`src/rtl/mem_port_arbiter_pkg.sv`:
```
// Shared types and helpers for the I/D memory port arbiter.
// Optional statistics counters are enabled with the ARB_STATS_EN macro.
package mem_arb_pkg;

  typedef enum logic [1:0] {
    ARB_IDLE = 2'b00,
    ARB_BUSY = 2'b01,
    ARB_DONE = 2'b10
  } arb_state_t;

  typedef enum logic {
    OWN_D = 1'b0,
    OWN_I = 1'b1
  } arb_owner_t;

  localparam int STREAK_W = 4;
  localparam logic [STREAK_W-1:0] STREAK_ZERO = {STREAK_W{1'b0}};
  localparam logic [STREAK_W-1:0] STREAK_ONE  = {{(STREAK_W-1){1'b0}}, 1'b1};

  function automatic logic [STREAK_W-1:0] streak_sat_inc(
    input logic [STREAK_W-1:0] cur,
    input logic [STREAK_W-1:0] lim
  );
    logic [STREAK_W-1:0] res;
    if (cur >= lim) begin
      res = lim;
    end else begin
      res = cur + STREAK_ONE;
    end
    return res;
  endfunction

endpackage

```
`src/rtl/mem_port_arbiter_if.sv`:
```
// Bundles the data-requester, fetch-requester and SRAM-controller buses of the arbiter.
// slave is the arbiter's view; master is the surrounding pipeline and controller.
interface mem_port_arbiter_if #(
  parameter int AW = 32,
  parameter int DW = 32
);

  logic          d_req;
  logic          d_we;
  logic [AW-1:0] d_addr;
  logic [DW-1:0] d_wdata;
  logic [DW-1:0] d_rdata;
  logic          d_ready;

  logic          i_req;
  logic [AW-1:0] i_addr;
  logic [DW-1:0] i_rdata;
  logic          i_ready;

  logic          m_req;
  logic          m_we;
  logic [AW-1:0] m_addr;
  logic [DW-1:0] m_wdata;
  logic [DW-1:0] m_rdata;
  logic          m_ready;

  modport slave (
    input  d_req, d_we, d_addr, d_wdata, i_req, i_addr, m_rdata, m_ready,
    output d_rdata, d_ready, i_rdata, i_ready, m_req, m_we, m_addr, m_wdata
  );

  modport master (
    output d_req, d_we, d_addr, d_wdata, i_req, i_addr, m_rdata, m_ready,
    input  d_rdata, d_ready, i_rdata, i_ready, m_req, m_we, m_addr, m_wdata
  );

endinterface

```
`src/rtl/mem_port_arbiter_pick.sv`:
```
// Combinational pick rule: D has priority until its streak over a waiting I
// reaches MAX_D_STREAK, at which point I is forced through.
module arb_pick
  import mem_arb_pkg::*;
#(
  parameter int MAX_D_STREAK = 4
) (
  input  logic                d_req,
  input  logic                i_req,
  input  logic [STREAK_W-1:0] streak,
  output logic                grant_valid,
  output arb_owner_t          grant_owner,
  output logic [STREAK_W-1:0] streak_next
);

  localparam logic [STREAK_W-1:0] STREAK_LIM = STREAK_W'(MAX_D_STREAK);

  logic force_i_s;

  assign force_i_s = i_req && (streak >= STREAK_LIM);

  // Winner selection and the streak value to commit if this grant is taken.
  always_comb begin
    grant_valid = d_req | i_req;
    grant_owner = OWN_D;
    streak_next = streak;
    if (d_req && !force_i_s) begin
      grant_owner = OWN_D;
      if (i_req) begin
        streak_next = streak_sat_inc(streak, STREAK_LIM);
      end else begin
        streak_next = STREAK_ZERO;
      end
    end else if (i_req) begin
      grant_owner = OWN_I;
      streak_next = STREAK_ZERO;
    end else begin
      grant_owner = OWN_D;
      streak_next = streak;
    end
  end

endmodule

```
`src/rtl/mem_port_arbiter.sv`:
```
// Shares one SRAM controller port between fetch (I) and data (D), one transaction at a time.
// Define ARB_STATS_EN to add the grant/conflict statistics outputs.
module mem_port_arbiter
  import mem_arb_pkg::*;
#(
  parameter int AW           = 32,
  parameter int DW           = 32,
  parameter int MAX_D_STREAK = 4
) (
  input  logic               clk,
  input  logic               rst,
  mem_port_arbiter_if.slave  bus
`ifdef ARB_STATS_EN
  ,
  output logic [31:0]        d_grant_cnt,
  output logic [31:0]        i_grant_cnt,
  output logic [31:0]        conflict_cnt
`endif
);

  localparam logic [1:0] ST_IDLE = ARB_IDLE;
  localparam logic [1:0] ST_BUSY = ARB_BUSY;
  localparam logic [1:0] ST_DONE = ARB_DONE;

  logic [1:0]          state_r;
  logic [STREAK_W-1:0] streak_r;
  arb_owner_t          owner_r;

  logic                m_req_r;
  logic                m_we_r;
  logic [AW-1:0]       m_addr_r;
  logic [DW-1:0]       m_wdata_r;
  logic [DW-1:0]       d_rdata_r;
  logic                d_ready_r;
  logic [DW-1:0]       i_rdata_r;
  logic                i_ready_r;

  logic                grant_valid_s;
  arb_owner_t          grant_owner_s;
  logic [STREAK_W-1:0] streak_next_s;
  logic                grant_fire_s;

  arb_pick #(
    .MAX_D_STREAK (MAX_D_STREAK)
  ) u_pick (
    .d_req       (bus.d_req),
    .i_req       (bus.i_req),
    .streak      (streak_r),
    .grant_valid (grant_valid_s),
    .grant_owner (grant_owner_s),
    .streak_next (streak_next_s)
  );

  assign grant_fire_s = (state_r == ST_IDLE) && grant_valid_s;

  assign bus.m_req   = m_req_r;
  assign bus.m_we    = m_we_r;
  assign bus.m_addr  = m_addr_r;
  assign bus.m_wdata = m_wdata_r;
  assign bus.d_rdata = d_rdata_r;
  assign bus.d_ready = d_ready_r;
  assign bus.i_rdata = i_rdata_r;
  assign bus.i_ready = i_ready_r;

  // Arbitration FSM owning the SRAM command registers and requester responses.
  always_ff @(posedge clk) begin
    if (!rst) begin
      state_r   <= ST_IDLE;
      streak_r  <= STREAK_ZERO;
      owner_r   <= OWN_D;
      m_req_r   <= 1'b0;
      m_we_r    <= 1'b0;
      m_addr_r  <= {AW{1'b0}};
      m_wdata_r <= {DW{1'b0}};
      d_rdata_r <= {DW{1'b0}};
      d_ready_r <= 1'b0;
      i_rdata_r <= {DW{1'b0}};
      i_ready_r <= 1'b0;
    end else begin
      case (state_r)
        ST_IDLE: begin
          if (grant_valid_s) begin
            owner_r  <= grant_owner_s;
            streak_r <= streak_next_s;
            m_req_r  <= 1'b1;
            state_r  <= ST_BUSY;
            if (grant_owner_s == OWN_I) begin
              m_we_r    <= 1'b0;
              m_addr_r  <= bus.i_addr;
              m_wdata_r <= {DW{1'b0}};
            end else begin
              m_we_r    <= bus.d_we;
              m_addr_r  <= bus.d_addr;
              m_wdata_r <= bus.d_wdata;
            end
          end else begin
            state_r <= ST_IDLE;
          end
        end
        ST_BUSY: begin
          // Completion is tied to m_ready only, so a requester dropping req mid-access still gets its pulse.
          if (bus.m_ready) begin
            m_req_r <= 1'b0;
            state_r <= ST_DONE;
            if (owner_r == OWN_I) begin
              i_rdata_r <= bus.m_rdata;
              i_ready_r <= 1'b1;
            end else begin
              d_rdata_r <= bus.m_rdata;
              d_ready_r <= 1'b1;
            end
          end else begin
            state_r <= ST_BUSY;
          end
        end
        ST_DONE: begin
          d_ready_r <= 1'b0;
          i_ready_r <= 1'b0;
          state_r   <= ST_IDLE;
        end
        default: begin
          m_req_r   <= 1'b0;
          d_ready_r <= 1'b0;
          i_ready_r <= 1'b0;
          state_r   <= ST_IDLE;
        end
      endcase
    end
  end

`ifdef ARB_STATS_EN
  // Grant and conflict statistics, free-running and wrapping.
  always_ff @(posedge clk) begin
    if (!rst) begin
      d_grant_cnt  <= 32'd0;
      i_grant_cnt  <= 32'd0;
      conflict_cnt <= 32'd0;
    end else if (grant_fire_s) begin
      if (grant_owner_s == OWN_I) begin
        i_grant_cnt <= i_grant_cnt + 32'd1;
      end else begin
        d_grant_cnt <= d_grant_cnt + 32'd1;
      end
      if (bus.d_req && bus.i_req) begin
        conflict_cnt <= conflict_cnt + 32'd1;
      end else begin
        conflict_cnt <= conflict_cnt;
      end
    end else begin
      d_grant_cnt  <= d_grant_cnt;
      i_grant_cnt  <= i_grant_cnt;
      conflict_cnt <= conflict_cnt;
    end
  end
`endif

endmodule

```
`src/flat_wrapper.sv`:
```
// flat-port wrapper written by rule: the top's interface ports become plain ports
module mem_port_arbiter_flat import mem_arb_pkg::*;
#(
  parameter int AW           = 32,
  parameter int DW           = 32,
  parameter int MAX_D_STREAK = 4
)
  (clk, rst, bus_d_req, bus_d_we, bus_d_addr, bus_d_wdata, bus_i_req, bus_i_addr, bus_m_rdata, bus_m_ready, bus_d_rdata, bus_d_ready, bus_i_rdata, bus_i_ready, bus_m_req, bus_m_we, bus_m_addr, bus_m_wdata);
  mem_port_arbiter_if #(.AW(AW), .DW(DW)) bus_i ();
  input  logic clk;
  input  logic rst;
  input wire logic [$bits(bus_i.d_req)-1:0] bus_d_req;
  input wire logic [$bits(bus_i.d_we)-1:0] bus_d_we;
  input wire logic [$bits(bus_i.d_addr)-1:0] bus_d_addr;
  input wire logic [$bits(bus_i.d_wdata)-1:0] bus_d_wdata;
  input wire logic [$bits(bus_i.i_req)-1:0] bus_i_req;
  input wire logic [$bits(bus_i.i_addr)-1:0] bus_i_addr;
  input wire logic [$bits(bus_i.m_rdata)-1:0] bus_m_rdata;
  input wire logic [$bits(bus_i.m_ready)-1:0] bus_m_ready;
  output wire logic [$bits(bus_i.d_rdata)-1:0] bus_d_rdata;
  output wire logic [$bits(bus_i.d_ready)-1:0] bus_d_ready;
  output wire logic [$bits(bus_i.i_rdata)-1:0] bus_i_rdata;
  output wire logic [$bits(bus_i.i_ready)-1:0] bus_i_ready;
  output wire logic [$bits(bus_i.m_req)-1:0] bus_m_req;
  output wire logic [$bits(bus_i.m_we)-1:0] bus_m_we;
  output wire logic [$bits(bus_i.m_addr)-1:0] bus_m_addr;
  output wire logic [$bits(bus_i.m_wdata)-1:0] bus_m_wdata;
  assign bus_i.d_req = bus_d_req;
  assign bus_i.d_we = bus_d_we;
  assign bus_i.d_addr = bus_d_addr;
  assign bus_i.d_wdata = bus_d_wdata;
  assign bus_i.i_req = bus_i_req;
  assign bus_i.i_addr = bus_i_addr;
  assign bus_i.m_rdata = bus_m_rdata;
  assign bus_i.m_ready = bus_m_ready;
  assign bus_d_rdata = bus_i.d_rdata;
  assign bus_d_ready = bus_i.d_ready;
  assign bus_i_rdata = bus_i.i_rdata;
  assign bus_i_ready = bus_i.i_ready;
  assign bus_m_req = bus_i.m_req;
  assign bus_m_we = bus_i.m_we;
  assign bus_m_addr = bus_i.m_addr;
  assign bus_m_wdata = bus_i.m_wdata;
  mem_port_arbiter #(.AW(AW), .DW(DW), .MAX_D_STREAK(MAX_D_STREAK)) u_core (.clk(clk), .rst(rst), .bus(bus_i));
endmodule
```
`config.mk`:
```
export PLATFORM = sky130hd
export DESIGN_NAME = mem_port_arbiter_flat
export DESIGN_NICKNAME = d
export VERILOG_FILES = /design/src/rtl/mem_port_arbiter_pkg.sv /design/src/rtl/mem_port_arbiter_if.sv /design/src/rtl/mem_port_arbiter_pick.sv /design/src/rtl/mem_port_arbiter.sv /design/src/flat_wrapper.sv
export SDC_FILE = /design/constraint.sdc
export NUM_CORES = 1
export LEC_CHECK = 0
export BUFFER_PORTS_ARGS = -buffer_cell sky130_fd_sc_hd__buf_2
export CAP_MARGIN = 10
export CORE_MARGIN = 1.5
export CORE_UTILIZATION = 42
export DETAILED_ROUTE_END_ITERATION = 10
export GPL_TIMING_DRIVEN = 0
export HOLD_SLACK_MARGIN = 0.03
export PLACE_DENSITY = 0.76
export REMOVE_ABC_BUFFERS = 1
export SYNTH_ARGS = -nofsm -noshare
export SYNTH_HDL_FRONTEND = slang
export SYNTH_HIERARCHICAL = 1
export SYNTH_SLANG_ARGS = --single-unit
```
`constraint.sdc`:
```
create_clock -name clk -period 1.7 [get_ports clk]
set_clock_uncertainty 0.2 [all_clocks]
set_input_delay 0.17 -clock clk [delete_from_list [all_inputs] [get_ports clk]]
set_output_delay 0.17 -clock clk [all_outputs]
set_load 0.005 [all_outputs]
```
==> flow_metrics.py <==
metrics = {
    "outcome": {
        "status": "finished, final reports clean",
    },
    "detailed_routing": {
        "dr_total_vias": 5841,
        "drc": 0,
        "vias_per_cell": 5.031,
        "drt_iter0_drc": 405,
        "wl_mm": 19.07,
        "avgRoutedWirePerCell_um": 16.42,
        "drt_first_pass_iters": 7,
        "ant_nets": 0,
    },
    "logic_synthesis": {
        "yosysSeqAreaShare_pct": 48.10,
        "yosys_warnings": 6,
        "synth_edf_count": 0,
        "ys_async_sr_fraction_pct": 0,
        "synth.ff_latch_count": 139,
        "synthFlopType": "dfxtp_1",
        "synthCells": 589,
        "synth_area_um2": 5786,
        "synth_cell_types": 29,
        "syn_area_per_cell_um2": 9.823,
    },
    "setup_path": {
        "regToRegEndpoint": "u_core/bus.m_wdata[20]",
        "crit_required_ps": 1830,
        "startpoint_type": "input port",
        "rr_startpoint": "u_core/streak_r[3]",
        "r2r_cells": 5,
        "reg2reg_slack_ps": 40,
        "critPathArrivalTime_ps": 1820,
        "critPathSlowestCell": "dlygate4sd3_1",
        "path_cells": "dlygate4sd3_1 -> buf_2 -> nand4b_1 -> buf_8 -> buf_16 -> buf_8 -> mux2i_1",
        "worstSetupEndpointType": "flop",
        "cpPeakStageDelay_ps": 560,
        "crit_fanout": 13,
        "crit_top_cell": "buf_8",
        "path_class": "in2reg",
    },
    "hold_path": {
        "min_path_cells": 5,
        "min_to": "u_core/streak_r[3]",
        "worstHoldStart": "bus_d_req",
        "hp-class": "in2reg",
    },
    "global_routing": {
        "grt.total_usage_pct": 24.90,
        "grt_first_pass_wirelength_mm": 28.49,
        "grt_pass1_vias": 5916,
        "grt_remaining_overflow": 0,
        "antenna_found_initial": 0,
        "grt_max_degree": 126,
    },
    "sta": {
        "fin_tns_setup_ps": 0,
        "slew_viol_final": 0,
        "fmax_ghz": 0.5914,
        "slew-limit-headroom_pct": 61.09,
        "period_minus_slack_ps": 1691,
        "setup_viol": 0,
        "worst_pin_slew_ps": 583.7,
        "period_share_pct": 99.46,
        "hold_viol": 0,
        "rsz0062_at_grt": "no",
    },
    "floorplan": {
        "fp-row-count": 42,
        "die_h_um": 120.4,
        "io_pins": 266,
        "initial_core_util_pct": 43.34,
        "die_w_um": 120.4,
        "core-area_um2": 13350,
        "dieArea_um2": 14490,
    },
    "pwr": {
        "leakage_uw": 0.004496,
        "sw_frac_of_total_pct": 24.75,
        "clkPwrFrac_pct": 42.1,
        "p_comb_share_pct": 16.6,
        "ir_drop_mv": 0.5863,
        "p_seq_share_pct": 41.3,
        "p_sw_uw": 2130,
        "p_per_area_nw_per_um2": 926.3,
        "p_int_uw": 6475,
    },
    "final_layout": {
        "stdcell_area_um2": 9290,
        "drive_above_1_share_pct": 33.30,
        "area_growth_pct": 60.58,
        "layout.cells.non_filler": 1161,
        "n_antenna_cell": 0,
        "nets": 1107,
        "nFillCells": 937,
    },
    "clock_network": {
        "clock_latency_ps": 410,
        "clk_pin_slew_worst_paths_ps": 60,
        "cts_num_sinks": 139,
        "clk_path_buf_depth": 2,
        "htreeDepth": 4,
        "cts-root-buf": "clkbuf_16",
        "cts_tree": "done",
        "numCtsBuffers": 17,
    },
    "run": {
        "cap_violations": 0,
    },
    "placed_design": {
        "placed_cell_area_um2": 7278,
        "dp.final_hpwl_mm": 9.840,
        "gp_congestion": 0.7304,
        "numPortBuffers": 265,
        "numPlacedInstances": 990,
    },
}
[synthesized netlist by cell type, types with 2 or more instances]
| cell | number | area [µm²] |
|---|---|---|
| nand2b_2 | 2 | 17.52 |
| o22ai_1 | 32 | 200.2 |
| nand2b_1 | 2 | 12.51 |
| mux2i_1 | 134 | 1341 |
| inv_1 | 3 | 11.26 |
| buf_6 | 9 | 101.4 |
| a32o_2 | 2 | 22.52 |
| buf_2 | 21 | 105.1 |
| dfxtp_1 | 139 | 2783 |
| nand3b_1 | 34 | 255.2 |
| buf_12 | 3 | 60.06 |
| buf_4 | 4 | 30.03 |
| a21oi_1 | 2 | 10.01 |
| nor2_1 | 2 | 7.510 |
| clkbuf_1 | 14 | 52.55 |
| nand2_1 | 173 | 649.4 |
[stage by stage]
stage               hold WS [ps]  util [%]  power [µW]  setup slack (ps)
global route               58.09     69.60        8942             1.689
CTS                        33.75     69.24        8581            0.2065
global placement           232.7     52.32        4629             -4009
finish                     50.61     69.60        8605             9.142
floorplan                  92.74         -        4109             -2418
detailed placement         246.9     54.53        4703            -668.0
[final cells by class]
cell class                 instances  area [µm²]  share of cell area, %
clock inverter                    10       115.1                  1.239
tap                              176       220.2                  2.370
inverter                           3       11.26                 0.1212
multi-input combinational        397        2694                  29.00
sequential                       139        2785                  29.98
timing repair buffer             414        3000                  32.30
clock buffer                      22       464.2                  4.997
[logic make-up after synthesis]
| group | share of synthesized area [%] |
|---|---|
| AO/OA/AOI/OAI | 4.541 |
| adder cells (fa/ha/maj) | 0.2162 |
| buffers and inverters | 6.228 |
| flip-flops | 48.10 |
| multiplexers | 23.18 |
| AND/OR/NAND/NOR | 17.73 |
[placed cells by master, fill, tap and decap left out, drive strengths merged, types with 2 or more instances in the layout]
| cell type | instances |
|---|---|
| a21oi | 2 |
| a32o | 2 |
| buf | 282 |
| bufinv | 2 |
| clkbuf | 24 |
| clkinv | 3 |
| clkinvlp | 3 |
| dfxtp | 139 |
| dlygate4sd3 | 130 |
| inv | 5 |
| mux2i | 134 |
| nand2 | 173 |
| nand2b | 4 |
| nand3b | 34 |
| nor2 | 2 |
| nor2b | 2 |
| nor3b | 3 |
| o22ai | 32 |
[sequential cells by signal, summed over array words and instances (netlist names), 2 cells and up]
name                count
u_core/bus.m_wdata     32
u_core/streak_r         4
u_core/bus.d_rdata     32
u_core/state_r          2
u_core/bus.m_addr      32
u_core/bus.i_rdata     32
[power groups by stage]
stage / Combinational (µW) / Clock [µW] / Sequential, µW
after floorplan: 479 / 0 / 3630
after detailed placement: 1090 / 0 / 3610
after global routing: 1520 / 3840 / 3570
after global placement: 1020 / 0 / 3610
final: 1430 / 3620 / 3560
after CTS: 1350 / 3680 / 3550
[repair_timing]
| action | CTS | global route |
|---|---|---|
| endpoints found under the hold margin | 133 | 0 |
| hold buffers | 130 | 0 |
| setup endpoints to repair | 103 | 47 |
| setup buffers | 6 | 1 |
| resized for setup | 3 | 5 |
| pin swaps | 2 | 1 |
| cloned | 1 | 1 |
[how the worst max path moves through the flow]
| stage | from | endpoint | depth (start not counted) |
|---|---|---|---|
| 6_report | bus_m_ready | u_core/bus.i_rdata[20] | 7 |
| 5_1_grt | u_core/streak_r[3] | u_core/bus.m_wdata[20] | 5 |
| 4_1_cts | rst | u_core/bus.m_addr[2] | 5 |
| 3_5_place_dp | rst | u_core/bus.m_addr[2] | 5 |
| 3_3_place_gp | bus_i_req | u_core/bus.m_addr[27] | 5 |
| 2_1_floorplan | u_core/state_r[0] | u_core/bus.m_addr[0] | 2 |
[metal layers]
| layer | share of wire [%] | track usage, % |
|---|---|---|
| met5 | 0 | 0 |
| met4 | 2.6 | 11.54 |
| met3 | 8.4 | 9.151 |
| met2 | 49 | 41.90 |
| met1 | 40 | 28.00 |
[worst max-delay path: cells and delay by family]
family	cells	cell delay (ps)
AND/OR/NAND/NOR	1	140
multiplexers	1	240
buffers and inverters	5	1260
(Power assumes the default switching activity.)
